## config.mk

```make
export PLATFORM = sky130hd
export DESIGN_NAME = line_walker
export DESIGN_NICKNAME = d
export VERILOG_FILES = /design/src/rtl/board_defs.sv /design/src/rtl/win_checker_line_walker.sv
export SDC_FILE = /design/constraint.sdc
export NUM_CORES = 1
export LEC_CHECK = 0
export CAP_MARGIN = 5
export CORE_AREA = 5 5 205 207
export DETAILED_ROUTE_END_ITERATION = 7
export DIE_AREA = 0 0 210 212
export GPL_TIMING_DRIVEN = 0
export PLACE_DENSITY = 0.46
export SETUP_SLACK_MARGIN = 0.02
export SYNTH_ARGS = -nofsm -noshare
export SYNTH_HDL_FRONTEND = slang
export SYNTH_SLANG_ARGS = --single-unit
```

## constraint.sdc

```tcl
create_clock -name vclk -period 11.4
set_input_delay 2.28 -clock vclk [all_inputs]
set_output_delay 2.28 -clock vclk [all_outputs]
set_load 0.01 [all_outputs]
```

## src/rtl/board_defs.sv

```systemverilog
// Board geometry, cell codes and direction vectors shared by the game-logic stages and the painter.
package board_defs;

    localparam int BOARD_WIDTH  = 16;
    localparam int BOARD_HEIGHT = 16;
    localparam int WIN_LENGTH   = 5;
    localparam int CELLS        = BOARD_WIDTH * BOARD_HEIGHT;
    localparam int BOARD_BITS   = CELLS * 2;
    localparam int IDX_W        = $clog2(BOARD_BITS);

    localparam logic [1:0] CHESS_WITH_NONE  = 2'd0;
    localparam logic [1:0] CHESS_WITH_BLACK = 2'd1;
    localparam logic [1:0] CHESS_WITH_BLUE  = 2'd2;
    localparam logic [1:0] CHESS_WITH_WIN   = 2'd3;

    localparam logic [1:0] WINNING_GAMING = 2'b00;
    localparam logic [1:0] WINNING_EQUAL  = 2'b01;
    localparam logic [1:0] WINNING_BLACK  = 2'b10;
    localparam logic [1:0] WINNING_BLUE   = 2'b11;

    typedef logic signed [4:0] coord_t;
    typedef logic [IDX_W-1:0]  bit_idx_t;

    localparam coord_t X_MAX = coord_t'(BOARD_WIDTH - 1);
    localparam coord_t Y_MAX = coord_t'(BOARD_HEIGHT - 1);

    // dir 0..3: horizontal, vertical, diagonal, anti-diagonal
    localparam coord_t DIR_DX [4] = '{5'sd1, 5'sd0, 5'sd1, 5'sd1};
    localparam coord_t DIR_DY [4] = '{5'sd0, 5'sd1, 5'sd1, -5'sd1};

    typedef enum logic [2:0] {
        ST_IDLE,
        ST_WALK_POS,
        ST_WALK_NEG,
        ST_EVAL,
        ST_MARK,
        ST_DONE
    } state_t;

    function automatic int cell_index(coord_t x, coord_t y);
        return int'(y) * BOARD_WIDTH + int'(x);
    endfunction

    // Low bit of the 2-bit slice holding cell (x,y); only meaningful for in-bounds coordinates.
    function automatic bit_idx_t cell_lo(coord_t x, coord_t y);
        return bit_idx_t'(cell_index(x, y) * 2);
    endfunction

endpackage

```

## src/rtl/win_checker_line_walker.sv

```systemverilog
// One step of a line walk: next cursor along (optionally negated) dir, bounds check and colour match.
module line_walker
    import board_defs::*;
(
    input  logic [BOARD_BITS-1:0] board,
    input  coord_t                cur_x,
    input  coord_t                cur_y,
    input  logic [1:0]            dir,
    input  logic                  neg,
    input  logic [1:0]            colour,
    output coord_t                nxt_x,
    output coord_t                nxt_y,
    output logic                  match
);

    coord_t   dx;
    coord_t   dy;
    logic     in_bounds;
    bit_idx_t lo;

    always_comb begin
        dx        = neg ? -DIR_DX[dir] : DIR_DX[dir];
        dy        = neg ? -DIR_DY[dir] : DIR_DY[dir];
        nxt_x     = cur_x + dx;
        nxt_y     = cur_y + dy;
        // Signed coordinates make off-edge steps negative or past max, so nothing wraps.
        in_bounds = (nxt_x >= 5'sd0) && (nxt_x <= X_MAX) &&
                    (nxt_y >= 5'sd0) && (nxt_y <= Y_MAX);
        lo        = in_bounds ? cell_lo(nxt_x, nxt_y) : '0;
        match     = in_bounds && (board[lo +: 2] == colour);
    end

endmodule

```

Word-level counts from Yosys, hierarchy flattened
Index checks and enable logic that the tools add are counted.

storage, ports and cells
  input bits = 527
  output and inout bits = 11
  bits in registers = 0
  word-level logic and storage cells = 26

operators by class
  shift operators = 1
  bitwise operators = 1
  reduce and logical (&&, ||, !) cells = 4
  muxes and demuxes = 9
  $add $sub $neg = 5
  eq/ne operators = 1
  $lt $le $gt $ge = 5

operators by type and width
  cell                number
  $shiftx 512x10->2   1
  $mux 5              6
  $bmux 5 s2          2
  $add 5x5->5         2
  $ge 5x1->1 const B  2
  $le 5x5->1 const B  2
  $neg 5->5           2
  $mux 9              1
  $add 8x5->8         1
  $logic_and 1x1->1   4
  $ge 3x3->1 const B  1
  $not 2->3           1
  $eq 2x2->1          1

Depth between registers and ports, before layout
Gate-level depths: netlist (run 1).

  word-level depth = 15
  depth in mapped cells = 26
  gate-level depth less buffers = 23

Worst setup path before layout (run 1)
No wires, ideal clock.

  path type = in2out
  from = in dir[1]
  to = out match
  stages = 24
  data required time = 9120 ps
  path slack = 2197 ps
  arrival = 6923 ps
  buffers on the path = 3
  path through = inv_1 > ha_1 > nand2b_1 > inv_2 > ha_1 > or2_2 > o221ai_2 > inv_2 > clkbuf_1 > clkbuf_1 > and4_1 > ha_1 > o22a_1 > o211a_4 > nand2_2 > buf_6 > a211o_1 > a211oi_1 > nor4_1 > a311o_1 > a31oi_1 > a21oi_1 > xnor2_1 > o211a_1

between the ends
  longest elaborated chain between the ends = 15
  elaborated cells on any way between the ends = 25
  those cells by class = add/sub: 5; order compare: 4; eq/ne: 1; shift: 1; mux: 9; bitwise: 1; reduce/logical: 4

RTL lines
  element                                         line                           source
  start, declared                                 win_checker_line_walker.sv:8   input logic [1:0] dir,
  $not 2->3 (implied by the code) (*)             win_checker_line_walker.sv:22  dx = neg ? -DIR_DX[dir] : DIR_DX[dir];
  $bmux 5 s2 (*)                                  win_checker_line_walker.sv:22
  $mux 5 (implied by the code) (*) (2 in series)  win_checker_line_walker.sv:22
  $neg 5->5                                       win_checker_line_walker.sv:22
  $mux 5 (*)                                      win_checker_line_walker.sv:22
  $add 5x5->5 (*)                                 win_checker_line_walker.sv:24  nxt_x = cur_x + dx;
  net nxt_x[2]                                    win_checker_line_walker.sv:11  output coord_t nxt_x,
  $ge 5x1->1 or $le 5x5->1 (tied branches)        win_checker_line_walker.sv:27  in_bounds = (nxt_x >= 5'sd0) && (nxt_x <= X_MAX) &&
  $logic_and 1x1->1 (2 in series)                 win_checker_line_walker.sv:27
  $logic_and 1x1->1                               win_checker_line_walker.sv:28  (nxt_y >= 5'sd0) && (nxt_y <= Y_MAX);
  $mux 9                                          win_checker_line_walker.sv:29  lo = in_bounds ? cell_lo(nxt_x, nxt_y) : '0;
  $shiftx 512x10->2                               win_checker_line_walker.sv:30  match = in_bounds && (board[lo +: 2] == colour);
  $eq 2x2->1                                      win_checker_line_walker.sv:30
  $logic_and 1x1->1 (*)                           win_checker_line_walker.sv:30
  end, declared                                   win_checker_line_walker.sv:13  output logic match

The timed path passes the listed nets; every way through them passes the cells marked *. The select of a mux whose other input is x is not followed.

Final worst setup path (run 1)
  from = in dir[1]
  to = out match

between the ends
  longest elaborated chain between the ends = 15
  elaborated cells on any way between the ends = 25
  those cells by class = add/sub: 5; order compare: 4; eq/ne: 1; shift: 1; mux: 9; bitwise: 1; reduce/logical: 4

RTL lines
  element                                     line
  $not 2->3 (implied by the code) (*)         win_checker_line_walker.sv:22, win_checker_line_walker.sv:23
  $bmux 5 s2                                  win_checker_line_walker.sv:22
  $mux 5 (implied by the code) (2 in series)  win_checker_line_walker.sv:22
  $neg 5->5                                   win_checker_line_walker.sv:22
  $mux 5                                      win_checker_line_walker.sv:22
  $add 5x5->5                                 win_checker_line_walker.sv:24
  $ge 5x1->1 or $le 5x5->1 (tied branches)    win_checker_line_walker.sv:27
  $logic_and 1x1->1 (2 in series)             win_checker_line_walker.sv:27
  $logic_and 1x1->1                           win_checker_line_walker.sv:28
  $mux 9                                      win_checker_line_walker.sv:29
  $shiftx 512x10->2                           win_checker_line_walker.sv:30
  $eq 2x2->1                                  win_checker_line_walker.sv:30
  $logic_and 1x1->1 (*)                       win_checker_line_walker.sv:30

Mark *: on every way between the ends. The rest lies on a longest branch, timed or not. The select of a mux whose other input is x is not followed.

==> impl_metrics.ini, run 1 <==
[status]
status = complete, no violations

[layout]
fin_nets = 1857
clkbuf_count = 0
area_delta_synth_final_pct = 114
ff_latch_area_um2 = 0
final_common_cell = clkdlybuf4s50_1
seq_cell_count = 0
multi_input_area_mm2 = 0.00512
drive_gt1_share_pct = 11.2
final_cell_mix = clkdlybuf4s50_1, nand2_1, a21oi_1
fillers = 4425

[global_routing]
grt_pass1_wl_mm = 80.7
gr-total-overflow = 0
grt_use_total_pct = 25.6
grt_max_degree = 20
antenna_found_initial = 12
grt_pass1_vias = 9960

[min_path]
hold_path_class = in2out

[sta]
worst_pin_slew_ps = 1320
slew_viol_final = 0
finalSetupViolations = 0
final.setup.tns_ps = 0
period_share_pct = 98.1
min_period_ps = 11180
final_hold_viol_count = 0
slew_headroom_pct = 11.7
fin_ws_ps = 218
rsz0062_at_grt = false
fmax_mhz = 89.4

[floorplan]
rows = 74
start_util_pct = 13.7
io_pins = 538
die_w_um = 210
dieArea_mm2 = 0.0445
core_mm2 = 0.0402
die_h_um = 212

[placed_design]
preCtsSetupSlack_ps = -1260
hpwlAfterDp_mm = 50.2
io_buffers = 538
gp_congestion = 0.877

[setup_path]
slowest_stage = clkdlybuf4s50_1
endpoint_kind = output port
crit_top_cell = ha_1
crit_fanout = 10
startpoint_type = input pin
critPathMaxStageDelay_ps = 600
path_class = in2out
cp_data_required_time_ps = 9120
crit_arrival_ps = 8900

[pwr]
peakVddDrop_v = 0.0000304
p_leak_uw = 0.00433
p_per_area_mw_per_mm2 = 67.9

[logic_synthesis]
synth_area_mm2 = 0.00550
syn_inst = 764
synth_cell_types = 85
synthDominantCellAreaShare_pct = 13.7
netlist_top_cells_area = mux2i_1, a21oi_1, nand2_1
ys_warn_count = 0
synth.avg_cell_area_um2 = 7.20
synth_area_leader_cell = mux2i_1
ys_seq_area_share_pct = 0
synth_fp_nets = 1309

[route]
num_vias = 9328
via_per_inst = 5.05
drt_iter0_markers = 670
dr.pass1.iters = 5
drc = 0
drt-total-wl_mm = 61.1
avgRoutedWirePerCell_um = 33.1
ant_nets = 0

[job]
max_cap_violations = 0
==> synth_stat cells (4+ instances only) <==
| library cell | instances |
|---|---|
| mux2i_1 | 75 |
| nor3_1 | 17 |
| nand2_1 | 107 |
| a31oi_1 | 17 |
| a22oi_1 | 21 |
| a32oi_1 | 5 |
| a311oi_1 | 10 |
| inv_1 | 13 |
| ha_1 | 16 |
| o311ai_0 | 5 |
| nor2_1 | 21 |
| buf_6 | 7 |
| o22a_1 | 4 |
| a221o_1 | 12 |
| buf_2 | 37 |
| xnor2_1 | 4 |
| nor2b_1 | 4 |
| nor4_1 | 4 |
| a211o_1 | 15 |
| and3_1 | 6 |
| a211oi_1 | 10 |
| o22ai_1 | 10 |
| o221ai_1 | 11 |
| mux4_2 | 15 |
| mux2_2 | 24 |
| nand3_1 | 23 |
| o2111ai_1 | 5 |
| buf_1 | 5 |
| o21ai_0 | 32 |
| a21oi_1 | 81 |
| clkbuf_1 | 26 |
| o211ai_1 | 12 |
| a221oi_1 | 32 |
==> metal layers <==
layer | vias to the layer above | track usage [%] | wire, um
li1 | 4187 | - | -
met1 | 4528 | 32.5 | 25300
met2 | 532 | 44.8 | 29500
met3 | 65 | 6.29 | 4910
met4 | 16 | 4.68 | 1260
met5 | - | 0 | 101
==> critical path: cells and delay by family <==
family / cells / cell delay, ps
buffers and inverters: 10 / 2680
AO/OA/AOI/OAI: 9 / 1830
adder cells (fa/ha/maj): 3 / 790
XOR/XNOR: 1 / 250
AND/OR/NAND/NOR: 4 / 1050
==> cells by family after synthesis <==
kind of cell / share of synthesized area, %
AOI/OAI and AO/OA: 42.3
and+or+nand+nor: 18.1
muxes: 25.0
buffers and inverters: 8.28
adders and majority gates: 4.37
xor gates and xnor gates: 2.05
==> power breakdown <==
group / total [uW] / switching (uW) / internal [uW] / leakage [uW]
clock network: 0.0000470 / 0 / 0.0000470 / 0.0000000254
logic: 797 / 445 / 352 / 0.00433
registers: 0 / 0 / 0 / 0
total: 797 / 445 / 352 / 0.00433
==> per-stage QoR <==
stage | cells | hold WS, ps | util (%) | area (um2) | total power [uW]
floorplan | 764 | 4740 | - | 5500 | 333
global placement | 1834 | 5750 | 28.7 | 11500 | 775
detailed placement | 1834 | 5760 | 28.7 | 11500 | 776
CTS | 1838 | 5760 | 29.1 | 11700 | 792
global route | 1844 | 5810 | 29.2 | 11700 | 838
finish | 1846 | 5740 | 29.2 | 11700 | 797
==> cell type report <==
class | count | area share, %
multi-input combinational | 671 | 43.6
timing repair buffer | 548 | 46.5
inverter | 16 | 0.511
tap | 532 | 5.67
antenna | 4 | 0.0852
buffer | 75 | 3.64
==> what timing repair did <==
action,4_1_cts,5_1_grt
setup buffers,6,4
setup endpoints to repair,1,1
pin swaps,2,2
resized for setup,34,7
hold buffers,0,0
==> final timing paths <==
path	cells past startpoint	slack, ps	end	from
worst max-delay path	27	220	match	dir[1]
worst min-delay path	3	5740	nxt_x[0]	cur_x[0]
(Power assumes the default switching activity.)
==> run 2, diff against run 1 <==
- SETUP_SLACK_MARGIN: 0.02 -> default
==> impl_metrics.ini, run 2 (same netlist as run 1, synthesis figures left out) <==
[job]
max_cap_violations = 0

[layout]
seq_cell_count = 0
final_cell_mix = clkdlybuf4s50_1, nand2_1, a21oi_1
fillers = 4427
drive_gt1_share_pct = 11.2
stdcell_area_mm2 = 0.0117
clkbuf_count = 0
area_delta_synth_final_pct = 114
fin_nets = 1857
final_common_cell = clkdlybuf4s50_1
ff_latch_area_um2 = 0
instances_no_fill = 1846

[sta]
final_hold_viol_count = 0
min_period_ps = 11180
finalSetupViolations = 0
rsz0062_at_grt = false
fmax_mhz = 89.5
slew_headroom_pct = 11.7
period_share_pct = 98.1
slew_viol_final = 0
final.setup.tns_ps = 0
worst_pin_slew_ps = 1320

[placed_design]
io_buffers = 538
post-place-cells = 1834
hpwlAfterDp_mm = 50.2
gp_congestion = 0.877
placed_area_mm2 = 0.0115

[route]
ant_nets = 0
drc = 0
num_vias = 9324
avgRoutedWirePerCell_um = 33.1
drt-total-wl_mm = 61.1
via_per_inst = 5.05
drt_iter0_markers = 670
dr.pass1.iters = 5

[floorplan]
dieArea_mm2 = 0.0445
die_w_um = 210
rows = 74
core_mm2 = 0.0402
die_h_um = 212
io_pins = 538
start_util_pct = 13.7

[global_routing]
grt_max_degree = 20
grt_use_total_pct = 25.6
grt_pass1_vias = 9960
antenna_found_initial = 12
gr-total-overflow = 0
grt_pass1_wl_mm = 80.7

[setup_path]
startpoint = dir[1]
endpoint_kind = output port
crit_fanout = 10
endpoint = match
path_class = in2out
cp_data_required_time_ps = 9120
crit_arrival_ps = 8900
startpoint_type = input pin

[pwr]
p_per_area_mw_per_mm2 = 67.9
p_leak_uw = 0.00433
peakVddDrop_v = 0.0000304

[min_path]
hold_path_class = in2out

[status]
status = complete, no violations
-- run 2: cell counts in the layout (fill, tap and decap cells not counted) --
No cell type changed its count.
-- run 2: how the worst min path moves through the flow --
stage              from        to  cells after the start
2_1_floorplan  cur_y[0]  nxt_y[0]                      1
3_3_place_gp   cur_x[0]  nxt_x[0]                      3
3_5_place_dp   cur_x[0]  nxt_x[0]                      3
4_1_cts        cur_x[0]  nxt_x[0]                      3
5_1_grt        cur_x[0]  nxt_x[0]                      3
6_report       cur_x[0]  nxt_x[0]                      3
-- run 2: area by class of cell --
type | instances | area [um2] | area share [%]
antenna | 4 | 10.0 | 0.0852
multi-input combinational | 671 | 5120 | 43.6
inverter | 16 | 60.1 | 0.511
timing repair buffer | 548 | 5460 | 46.5
buffer | 75 | 424 | 3.61
tap | 532 | 666 | 5.67
-- run 2: repair_timing --
item | 4_1_cts | 5_1_grt
hold buffers | 0 | 0
endpoints found under the setup margin | 1 | 1
resized for setup | 34 | 6
pin swaps | 2 | 2
setup buffers | 6 | 4
-- run 2: stage by stage --
| step | hold slack, ps | utilization (%) | setup slack [ps] | total power, uW |
|---|---|---|---|---|
| 6_report | 5740 | 29.2 | 221 | 797 |
| 5_1_grt | 5810 | 29.2 | 8.52 | 837 |
| 4_1_cts | 5760 | 29.1 | 25.3 | 792 |
| 3_5_place_dp | 5760 | 28.7 | -1260 | 776 |
| 3_3_place_gp | 5750 | 28.7 | -1310 | 775 |
| 2_1_floorplan | 4740 | - | 2200 | 333 |
-- run 2: report_power, final --
part | switching [uW] | leakage [uW] | internal (uW)
logic | 445 | 0.00433 | 352
clock network | 0 | 0.0000000254 | 0.0000470
registers | 0 | 0 | 0
-- run 2: per-layer routing --
layer  vias up  routed length, um  GRT usage, %
met5         -                101             0
met4        16               1260          4.68
met1      4526              25300          32.5
met2       530              29500          44.8
li1       4187                  -             -
met3        65               4900          6.29
-- run 2: critical path, stage by stage --
cell,delay [ps]
clkdlybuf4s50_1,480
inv_1,60
ha_1,210
nand2b_2,250
inv_2,130
ha_1,300
or2_2,340
o221ai_4,220
inv_2,170
clkbuf_4,280
clkbuf_8,250
and4_1,240
ha_1,280
o22a_2,220
o211ai_4,170
nor2_4,220
buf_6,210
buf_6,220
buf_2,280
a21oi_1,70
a311oi_1,400
o311ai_1,230
a31oi_1,210
a21oi_1,100
xnor2_1,250
o211a_1,210
clkdlybuf4s50_1,600
==> run 3, diff against run 2 <==
- RECOVER_POWER: default -> 25
==> impl_metrics.ini, run 3 (same netlist as run 1, synthesis figures left out) <==
[min_path]
hold_end = nxt_x[0]
hold_path_class = in2out
hold-path-cell-count = 3
hold_start = cur_x[0]

[setup_path]
crit_buf_inv = 10
startpoint = dir[1]
endpoint_kind = output port
cp_data_required_time_ps = 9120
crit_family = buffers and inverters
crit_top_cell = ha_1
path_class = in2out
slowest_stage = clkdlybuf4s50_1
crit_arrival_ps = 8900
critPathMaxStageDelay_ps = 600
crit_fanout = 10
startpoint_type = input pin

[layout]
ff_latch_area_um2 = 0
final_cell_mix = clkdlybuf4s50_1, nand2_1, a21oi_1
multi_input_area_mm2 = 0.00512
drive_gt1_share_pct = 11.2
clkbuf_count = 0
final_common_cell = clkdlybuf4s50_1
fin_nets = 1857
fillers = 4427
area_delta_synth_final_pct = 114
seq_cell_count = 0

[global_routing]
antenna_found_initial = 12
grt_use_total_pct = 25.6
grt_max_degree = 20
grt_pass1_vias = 9960
gr-total-overflow = 0
grt_pass1_wl_mm = 80.7

[placed_design]
io_buffers = 538
preCtsSetupSlack_ps = -1260
gp_congestion = 0.877
hpwlAfterDp_mm = 50.2

[route]
via_per_inst = 5.05
drt-total-wl_mm = 61.1
dr.pass1.iters = 5
avgRoutedWirePerCell_um = 33.1
num_vias = 9324
drt_iter0_markers = 670
drc = 0
ant_nets = 0

[sta]
worst_pin_slew_ps = 1320
min_period_ps = 11180
rsz0062_at_grt = false
holdWs_ps = 5810
fmax_mhz = 89.5
finalSetupViolations = 0
slew_headroom_pct = 11.7
final_hold_viol_count = 0
fin_ws_ps = 221
slew_viol_final = 0
period_share_pct = 98.1

[floorplan]
io_pins = 538
dieArea_mm2 = 0.0445
die_w_um = 210
rows = 74
start_util_pct = 13.7
core_mm2 = 0.0402
die_h_um = 212

[pwr]
peakVddDrop_v = 0.0000299
comb_power_share_pct = 100.0
switching_share_pct = 55.9
intPower_uw = 352
p_per_area_mw_per_mm2 = 67.8
pwr-share-seq_pct = 0
p_sw_uw = 445
clkPwrFrac_pct = 0
p_leak_uw = 0.00433

[job]
max_cap_violations = 0

[cts]
postCtsHoldBufs = 0

[status]
status = complete, no violations
[run 3: cell type report]
class / count / share of cell area [%]
tap: 532 / 5.67
timing repair buffer: 548 / 46.5
multi-input combinational: 671 / 43.6
inverter: 16 / 0.511
buffer: 75 / 3.61
antenna: 4 / 0.0852
[run 3: how the worst max path moves through the flow]
stage | endpoint | depth (start not counted) | slack, ps
final | match | 27 | 220
after global routing | match | 24 | 10
after CTS | match | 27 | 30
after detailed placement | match | 23 | -1260
after global placement | match | 24 | -1310
after floorplan | match | 24 | 2200
[run 3: repair_timing]
action,CTS,global route
pin swaps,2,2
setup buffers,6,4
resized for setup,34,6
endpoints found under the setup margin,1,1
[run 3: stage by stage]
stage	TNS, ps	cell area, um2	util [%]	power (uW)	cells
global route	0	11700	29.2	837	1844
floorplan	0	5500	-	333	764
finish	0	11700	29.2	797	1846
CTS	0	11700	29.1	792	1838
detailed placement	-1260	11500	28.7	776	1834
global placement	-1310	11500	28.7	775	1834
[run 3: power groups by stage]
stage	registers, uW	clock network (uW)	logic (uW)
3_5_place_dp	0	0	776
5_1_grt	0	0.0000235	837
4_1_cts	0	0	792
3_3_place_gp	0	0	775
2_1_floorplan	0	0	333
6_report	0	0.0000470	797
[run 3: per-layer routing]
layer  track usage (%)  routed length (um)  vias up
li1                  -                   -     4187
met1              32.5               25300     4526
met2              44.8               29500      530
met3              6.29                4900       65
met4              4.68                1260       16
met5                 0                 101        -
